<file path="config.mk">
export PLATFORM = sky130hd
export DESIGN_NAME = collision_scheduler
export DESIGN_NICKNAME = d
export VERILOG_FILES = /design/src/rtl/collision_scheduler.sv
export SDC_FILE = /design/constraint.sdc
export NUM_CORES = 1
export LEC_CHECK = 0
export ABC_AREA = 1
export CORE_MARGIN = 2
export CORE_UTILIZATION = 47
export DETAILED_ROUTE_END_ITERATION = 6
export GPL_ROUTABILITY_DRIVEN = 0
export HOLD_SLACK_MARGIN = 0.03
export PLACE_DENSITY = 0.8
export SLEW_MARGIN = 5
export SYNTH_ARGS = -nofsm -noshare
export SYNTH_HDL_FRONTEND = slang
export SYNTH_SLANG_ARGS = --single-unit
</file>
<file path="constraint.sdc">
create_clock -name clk -period 1.65 [get_ports clk]
set_input_delay 0.2475 -clock clk [delete_from_list [all_inputs] [get_ports clk]]
set_output_delay 0.2475 -clock clk [all_outputs]
set_load 0.05 [all_outputs]
</file>
<file path="src/rtl/collision_scheduler.sv">
// collision_scheduler
//   Per-frame collision sequencer. On an accepted frame_tick the bird box is
//   latched and the wall register file is walked one wall per cycle through a
//   single comparator. The first colliding wall aborts the scan and sets a
//   sticky hit flag with the index of that wall.
//
//   Optional feature macro: CHECK_FLOOR_EN (floor/ceiling test on the first
//   scan cycle; without it floor_hit stays 0 and FLOOR_Y is unused).
//
// Ports
//   clk, resetn            clock, asynchronous active-low reset
//   frame_tick             one-cycle scan request (dropped while busy)
//   clear_hit              one-cycle clear of hit / hit_idx / floor_hit
//   bird_*                 bird bounding box, sampled on an accepted tick
//   wall_idx               wall register file read address (0 outside SCAN)
//   wall_*                 wall data for wall_idx, same-cycle read
//   scan_busy              registered, high for every SCAN cycle
//   scan_done              one-cycle pulse in the DONE state
//   hit, hit_idx           sticky collision flag and first hit wall
//   floor_hit              sticky floor/ceiling collision
module collision_scheduler #(
    parameter int                 NUM_WALLS = 4,
    parameter int                 COORD_W   = 8,
    parameter int                 IDX_W     = $clog2(NUM_WALLS),
    parameter logic [COORD_W-1:0] FLOOR_Y   = 8'd119
) (
    input  logic               clk,
    input  logic               resetn,
    input  logic               frame_tick,
    input  logic               clear_hit,
    input  logic [COORD_W-1:0] bird_xleft,
    input  logic [COORD_W-1:0] bird_xright,
    input  logic [COORD_W-1:0] bird_ytop,
    input  logic [COORD_W-1:0] bird_ybottom,
    output logic [IDX_W-1:0]   wall_idx,
    input  logic [COORD_W-1:0] wall_xleft,
    input  logic [COORD_W-1:0] wall_xright,
    input  logic [COORD_W-1:0] wall_topy,
    input  logic [COORD_W-1:0] wall_bottomy,
    output logic               scan_busy,
    output logic               scan_done,
    output logic               hit,
    output logic [IDX_W-1:0]   hit_idx,
    output logic               floor_hit
);

    typedef enum logic [1:0] {IDLE, SCAN, DONE} state_t;

    state_t             state_q, state_d;
    logic [IDX_W-1:0]   idx_q, idx_d;
    logic [COORD_W-1:0] bxl_q, bxl_d, bxr_q, bxr_d, byt_q, byt_d, byb_q, byb_d;
    logic               hit_q, hit_d, floor_q, floor_d, busy_q;
    logic [IDX_W-1:0]   hidx_q, hidx_d;
    logic               collide, floor_col, last_wall;

    // Bird overlaps the wall column and is not fully inside the gap.
    assign collide = (bxr_q >= wall_xleft) && (bxl_q <= wall_xright) &&
                     ((byt_q <= wall_topy) || (byb_q >= wall_bottomy));
    assign last_wall = (idx_q == IDX_W'(NUM_WALLS - 1));

`ifdef CHECK_FLOOR_EN
    // idx is 0 only in the first SCAN cycle, so this fires once per scan.
    assign floor_col = (idx_q == '0) && ((byb_q >= FLOOR_Y) || (byt_q == '0));
`else
    logic unused_floor;
    assign unused_floor = ^FLOOR_Y;
    assign floor_col    = 1'b0;
`endif

    always_comb begin
        state_d = state_q;
        idx_d   = idx_q;
        bxl_d   = bxl_q;
        bxr_d   = bxr_q;
        byt_d   = byt_q;
        byb_d   = byb_q;
        hit_d   = hit_q;
        hidx_d  = hidx_q;
        floor_d = floor_q;

        // Clear first so a same-cycle collision below overrides it.
        if (clear_hit) begin
            hit_d   = 1'b0;
            hidx_d  = '0;
            floor_d = 1'b0;
        end

        case (state_q)
            IDLE: begin
                if (frame_tick) begin
                    if (hit_q && !clear_hit) begin
                        state_d = DONE;
                    end else begin
                        bxl_d   = bird_xleft;
                        bxr_d   = bird_xright;
                        byt_d   = bird_ytop;
                        byb_d   = bird_ybottom;
                        idx_d   = '0;
                        state_d = SCAN;
                    end
                end
            end
            SCAN: begin
                if (floor_col) begin
                    hit_d   = 1'b1;
                    floor_d = 1'b1;
                    hidx_d  = '0;
                    idx_d   = '0;
                    state_d = DONE;
                end else if (collide) begin
                    hit_d   = 1'b1;
                    hidx_d  = idx_q;
                    idx_d   = '0;
                    state_d = DONE;
                end else if (last_wall) begin
                    idx_d   = '0;
                    state_d = DONE;
                end else begin
                    idx_d   = idx_q + 1'b1;
                end
            end
            DONE:    state_d = IDLE;
            default: state_d = IDLE;
        endcase
    end

    always_ff @(posedge clk or negedge resetn) begin
        if (!resetn) begin
            state_q <= IDLE;
            idx_q   <= '0;
            bxl_q   <= '0;
            bxr_q   <= '0;
            byt_q   <= '0;
            byb_q   <= '0;
            hit_q   <= 1'b0;
            hidx_q  <= '0;
            floor_q <= 1'b0;
            busy_q  <= 1'b0;
        end else begin
            state_q <= state_d;
            idx_q   <= idx_d;
            bxl_q   <= bxl_d;
            bxr_q   <= bxr_d;
            byt_q   <= byt_d;
            byb_q   <= byb_d;
            hit_q   <= hit_d;
            hidx_q  <= hidx_d;
            floor_q <= floor_d;
            busy_q  <= (state_d == SCAN);
        end
    end

    assign wall_idx  = idx_q;
    assign scan_busy = busy_q;
    assign scan_done = (state_q == DONE);
    assign hit       = hit_q;
    assign hit_idx   = hidx_q;
    assign floor_hit = floor_q;

endmodule
</file>
==> flow_summary_export.csv, run 1 <==
group,metric,value,unit
sta,post-route-period-util,99.44,%
clocking,htree_levels,2,
placed_design,hpwl,4214,um
layout,final_cell_mix,"clkdlybuf4s50_1, nand2_1, inv_1",
worst_setup_path,cp-start-kind,"input pin",
drt,wire_per_inst,13.80,um
sta,rsz0062_at_grt,"yes",
hold_path,hp-class,"in -> async",
status,status,"complete, no violations",
die,start_util,48.51,%
sta,worst_pin_slew,521.3,ps
die,die-area,5868,um2
logic_synthesis,synth_area,2477,um2
sta,period_minus_slack,1641,ps
layout,multi_input_area,1539,um2
layout,fin_area,3790,um2
die,design.portCount,76,
layout,post-route-util,74.20,%
drt,drc_errors,0,
flow_run,maxCapViolations,0,
logic_synthesis,synth.distinct_cells,19,
die,coreArea,5107,um2
logic_synthesis,synth.avg_cell_area,9.210,um2
placed_design,portBuffers,74,
clocking,clkTransAtPathRegs,80,ps
global_route,grtUsageTotal,19.51,%
drt,drt-total-wl,5920,um
worst_setup_path,rr_endpoint,"hit_idx[1]",
layout,drive_gt1_share,28.97,%
layout,layout.cells.non_filler,429,
worst_setup_path,required,1830,ps
sta,finClkSkew,4.970,ps
layout,n_antenna_cell,0,
logic_synthesis,ys_warn_count,0,
drt,top_layer,"met4",
worst_setup_path,crit_fanout,4,
power,vdd_drop_max,789.9,uV
clocking,cts_tree,"built",
sta,final-hold-violation-count,0,
drt,wl_met3,282,um
drt,drt-met1-wl,2348,um
worst_setup_path,worstRegToRegCells,11,
die,rows,26,
drt,via_per_inst,4.804,
global_route,grt_pass1_wl,9218,um
global_route,grt_pass1_vias,2140,
layout,final-seq-area,1002,um2
drt,ant_nets,0,
drt,vias,2061,
layout,num-fill-cells,376,
sta,setup_violations,0,
drt,met2_length,3198,um
logic_synthesis,synth_cells,269,
die,die-width,76.60,um
sta,setup_tns,0,ps
placed_design,place_inst,417,
sta,fmax,609.5,MHz
power,p_leak,1.934,nW
drt,first_pass_iters,4,
worst_setup_path,r2r-start,"bxl_q[5]",
worst_setup_path,critPathKind,"in -> reg",
worst_setup_path,worst-r2r-setup-slack,40,ps
sta,slew_headroom,65.12,%
worst_setup_path,arrival,1820,ps
clocking,clk_latency,290,ps
global_route,overflow,0,
global_route,antenna_found_initial,0,
clocking,cts.path.max_buffers,2,
logic_synthesis,ys_seq_elements,40,
worst_setup_path,startpoint,"wall_xright[7]",
layout,layout_commonest_cell,"clkdlybuf4s50_1",
worst_setup_path,worstSetupEndpointType,"register",
power,power_density,1510,nW/um2
clocking,clkSinkCount,40,
logic_synthesis,ys_seq_area_share,40.40,%
layout,area_delta_synth_final,52.98,%
clocking,cts_made_buffers,5,
die,die_h,76.60,um
global_route,grt_max_degree,20,
clocking,cts.root.buffer_cell,"clkbuf_8",
layout,finalNetCount,459,
logic_synthesis,synth_fp_nets,370,
drt,drt-initial-drc-count,91,
power,finalPower,5.721,mW
placed_design,place_area,3349,um2
sta,maxSlewViolCount,0,
## what timing repair did
item / CTS / global route
endpoints found under the setup margin: 8 / 8
pin swaps: 3 / 33
gates resized for setup: 8 / 55
endpoints found under the hold margin: 13 / 0
hold buffers: 1 / 0
setup buffers: 0 / 3
## report_power, final
part / leakage [nW] / switching [mW] / internal, mW
logic: 1.42 / 1.58 / 1.67
registers: 0.475 / 0.382 / 1.46
clock network: 0.0422 / 0.331 / 0.297
total: 1.93 / 2.29 / 3.43
## metrics by stage
step | hold WS, ps | setup slack [ps]
global route | 439.9 | -101.5
CTS | 405.1 | 6.089
global placement | 181.8 | -348.7
detailed placement | 186.2 | -472.5
finish | 397.2 | 9.307
floorplan | -48.09 | 101.3
## cells by family after synthesis
group	count (synthesis)	share of synthesized area, %
AOI/OAI and AO/OA	16	3.586
buffers and inverters	58	9.646
other	1	0.1514
adders and majority gates	33	16.67
muxes	28	14.24
DFF	40	40.40
and+or+nand+nor	93	15.30
## flip-flops by register name, indices dropped and copies added, names as in the netlist
register	count
bxl_q	8
bxr_q	8
byb_q	8
byt_q	8
hit	1
hit_idx	2
scan_busy	1
state_q	2
wall_idx	2
## critical path: stages
cell and delay, ps:
clkdlybuf4s50_1 460, inv_1 70, ha_4 280, nand2_2 70, nor2_1 120, nor2_1 50, nand2_1 70, nand2_2 70
buf_4 140, nand3_4 70, nand2_2 60, nand2_1 60, nand2_1 50
## layer usage
layer / track usage [%] / vias to the layer above
li1: - / 1026
met1: 22.33 / 962
met2: 35.66 / 63
met3: 5.332 / 10
met4: 5.273 / 0
met5: 0 / -
## cells in the mapped netlist
cell | n | area share (%)
dfrtp_1 | 40 | 40
buf_2 | 2 | 0.40
inv_2 | 1 | 0.15
nand4_1 | 4 | 1.0
a21oi_1 | 12 | 2.4
buf_4 | 1 | 0.30
buf_6 | 2 | 0.91
ha_1 | 33 | 17
nand4_2 | 1 | 0.50
inv_1 | 52 | 7.9
nand2_1 | 57 | 8.6
conb_1 | 1 | 0.15
a21o_1 | 2 | 0.61
a31oi_1 | 1 | 0.25
o21a_1 | 1 | 0.30
nand3_1 | 9 | 1.8
mux2_2 | 18 | 8.2
nor2_1 | 22 | 3.3
mux2_4 | 10 | 6.1
## worst max-delay path by stage
stage | end | slack, ps | cells past startpoint
after floorplan | bxl_q[7] | 100 | 7
after global placement | scan_busy | -350 | 12
after detailed placement | state_q[0] | -470 | 12
after CTS | hit_idx[1] | 6 | 12
after global routing | state_q[1] | -100 | 14
final | state_q[1] | 9 | 13
## layout make-up
class                           instances  share of cell area (%)
Multi-Input combinational cell        171                   40.61
Sequential cell                        40                   26.44
Timing Repair Buffer                   87                   23.24
Inverter                               53                   5.249
Tap cell                               70                   2.311
Clock buffer                            7                   2.014
Clock inverter                          1                  0.1321
(Power assumes the default switching activity.)
==> run 2: changes to the inputs <==
--- a/config.mk
+++ b/config.mk
@@ -6,6 +6,7 @@
 export NUM_CORES = 1
 export LEC_CHECK = 0
 export ABC_AREA = 1
+export CAP_MARGIN = 20
 export CORE_MARGIN = 2
 export CORE_UTILIZATION = 47
 export DETAILED_ROUTE_END_ITERATION = 6
==> results of run 2 <==
The final DEF is identical to that of run 1; final timing and power are the same.
==> run 3: changes to the inputs <==
--- a/config.mk
+++ b/config.mk
@@ -6,7 +6,7 @@
 export NUM_CORES = 1
 export LEC_CHECK = 0
 export ABC_AREA = 1
-export CAP_MARGIN = 20
+export CORE_ASPECT_RATIO = 1.25
 export CORE_MARGIN = 2
 export CORE_UTILIZATION = 47
 export DETAILED_ROUTE_END_ITERATION = 6
==> run 3 against run 2 <==
- the flow now finishes with violations (setup timing)
- largest cell class unchanged
- global-route usage fell by 0.75 points
- critical path depth rose by 1
- non-clock buffer count did not move
- hold slack improved by 29 ps
- core utilization rose by 0.67 points
- highest routed layer unchanged
- routed wire length fell by 5.9%
- register-to-register slack barely moved
- combinational power fell by 1%
- die area barely moved
- clock skew rose by 4.4 ps
- clock power rose by 27%
==> flow_summary_export.csv, run 3 (synthesis results as in run 1) <==
group,metric,value,unit
layout,drive_gt1_share,28.69,%
drt,wire_per_inst,13.23,um
sta,final-hold-violation-count,0,
worst_setup_path,path_buf_inv,2,
hold_path,hp-class,"in -> async",
worst_setup_path,path_cells,"clkdlybuf4s50_1 -> inv_1 -> ha_1 -> nand2_1 -> nand2_1 -> nand2_1 -> nand2_1 -> nand2_1 -> nand2_2 -> nand3_4 -> nand3_4 -> nand2_2 -> nand2_1 -> nand2_1",
worst_setup_path,crit_family,"simple AND/OR/NAND/NOR gates",
worst_setup_path,cpMostUsedCell,"nand2_1",
worst_setup_path,crit_fanout,4,
sta,fmax,600.4,MHz
sta,setup_violations,3,
sta,post-route-period-util,100.9,%
drt,drc_errors,0,
placed_design,hpwl,4136,um
die,start_util,48.77,%
placed_design,place_inst,410,
sta,finClkSkew,9.337,ps
global_route,grt_pass1_vias,2092,
sta,rsz0062_at_grt,"yes",
flow_run,maxCapViolations,0,
global_route,grt_pass1_wl,8300,um
clocking,htree_levels,2,
global_route,overflow,0,
clocking,clkTransAtPathRegs,80,ps
drt,drt-total-wl,5569,um
die,design.portCount,76,
die,die-area,5871,um2
die,rows,29,
die,die-width,68.94,um
placed_design,place_area,3372,um2
die,coreArea,5080,um2
layout,final_cell_mix,"clkdlybuf4s50_1, nand2_1, inv_1",
layout,num-fill-cells,355,
sta,slew_headroom,61.40,%
clocking,cts.root.buffer_cell,"clkbuf_8",
worst_setup_path,required,1840,ps
global_route,grt_max_degree,23,
layout,fin_area,3804,um2
layout,layout_commonest_cell,"clkdlybuf4s50_1",
global_route,grtUsageTotal,18.76,%
sta,maxSlewViolCount,0,
sta,worst_pin_slew,576.9,ps
placed_design,portBuffers,74,
worst_setup_path,arrival,1850,ps
sta,period_minus_slack,1666,ps
drt,ant_nets,0,
clocking,clkSinkCount,40,
die,die_h,85.17,um
clocking,cts.path.max_buffers,2,
status,status,"finished, violations left",
clocking,cts_tree,"built",
global_route,antenna_found_initial,0,
power,power_density,1534,nW/um2
layout,layout.cells.non_filler,421,
worst_setup_path,critPathKind,"in -> reg",
layout,finalNetCount,459,
drt,vias,2066,
worst_setup_path,worstSetupEndpointType,"register",
layout,area_delta_synth_final,53.54,%
status,failed_checks,"setup timing",
worst_setup_path,slowest_stage,"clkdlybuf4s50_1",
drt,via_per_inst,4.907,
sta,setup_ws,-15.57,ps
power,vdd_drop_max,828.6,uV
drt,first_pass_iters,4,
worst_setup_path,cp-start-kind,"input pin",
clocking,clk_latency,290,ps
power,p_leak,1.951,nW
worst_setup_path,cpPeakStageDelay,460,ps
sta,setup_tns,-24.84,ps
drt,drt-initial-drc-count,56,
layout,n_antenna_cell,0,
clocking,cts_made_buffers,5,
-- run 3: path summary, 6_finish.rpt --
| check | depth (start not counted) | slack, ps | to | startpoint |
|---|---|---|---|---|
| max in group asynchronous | 3 | 730 | hit | resetn |
| worst min-delay path | 2 | 430 | byt_q[2] | resetn |
| worst max register to register | 12 | 30 | state_q[1] | byt_q[3] |
| worst min register to register | 1 | 520 | byb_q[3] | byb_q[3] |
| worst max-delay path | 14 | -20 | state_q[1] | wall_topy[1] |
| min in group clk | 1 | 520 | byb_q[3] | byb_q[3] |
-- run 3: metrics by stage --
stage	setup slack [ps]	power [mW]	util (%)	hold WS [ps]
after detailed placement	-405.6	4.430	66.38	224.6
after global placement	-361.8	4.299	66.38	224.0
after CTS	0.04718	5.294	69.19	437.9
after global routing	-92.27	6.267	74.88	489.7
final	-15.57	5.834	74.88	426.7
after floorplan	101.3	3.579	-	-48.09
-- run 3: what timing repair did --
item	in CTS	in global routing
setup buffers	0	2
hold buffers	1	0
pin swaps	1	35
endpoints found under the hold margin	18	0
endpoints found under the setup margin	7	8
resized for setup	6	52
-- run 3: layer usage --
metal / global-route usage, % / wire length [um] / vias to the layer above / share of wire [%]
li1: - / - / 1027 / -
met4: 5.348 / 83 / 0 / 1.5
met5: 0 / 0 / - / 0
met2: 37.15 / 3042 / 53 / 55
met3: 4.642 / 304 / 7 / 5.5
met1: 17.97 / 2138 / 979 / 38
-- run 3: final cells by class --
type / instances / area, um2 / share of cell area [%]
Multi-Input combinational cell: 171 / 1510 / 39.70
Sequential cell: 40 / 1002 / 26.35
Timing Repair Buffer: 87 / 907.1 / 23.85
Inverter: 53 / 198.9 / 5.230
Tap cell: 62 / 77.57 / 2.039
Clock buffer: 6 / 72.57 / 1.908
Clock inverter: 2 / 35.03 / 0.9211
-- run 3: power breakdown --
part / total, mW / switching, mW / internal [mW]
Sequential: 1.82 / 0.363 / 1.46
Combinational: 3.21 / 1.56 / 1.66
Clock: 0.796 / 0.347 / 0.449
Total: 5.83 / 2.27 / 3.57
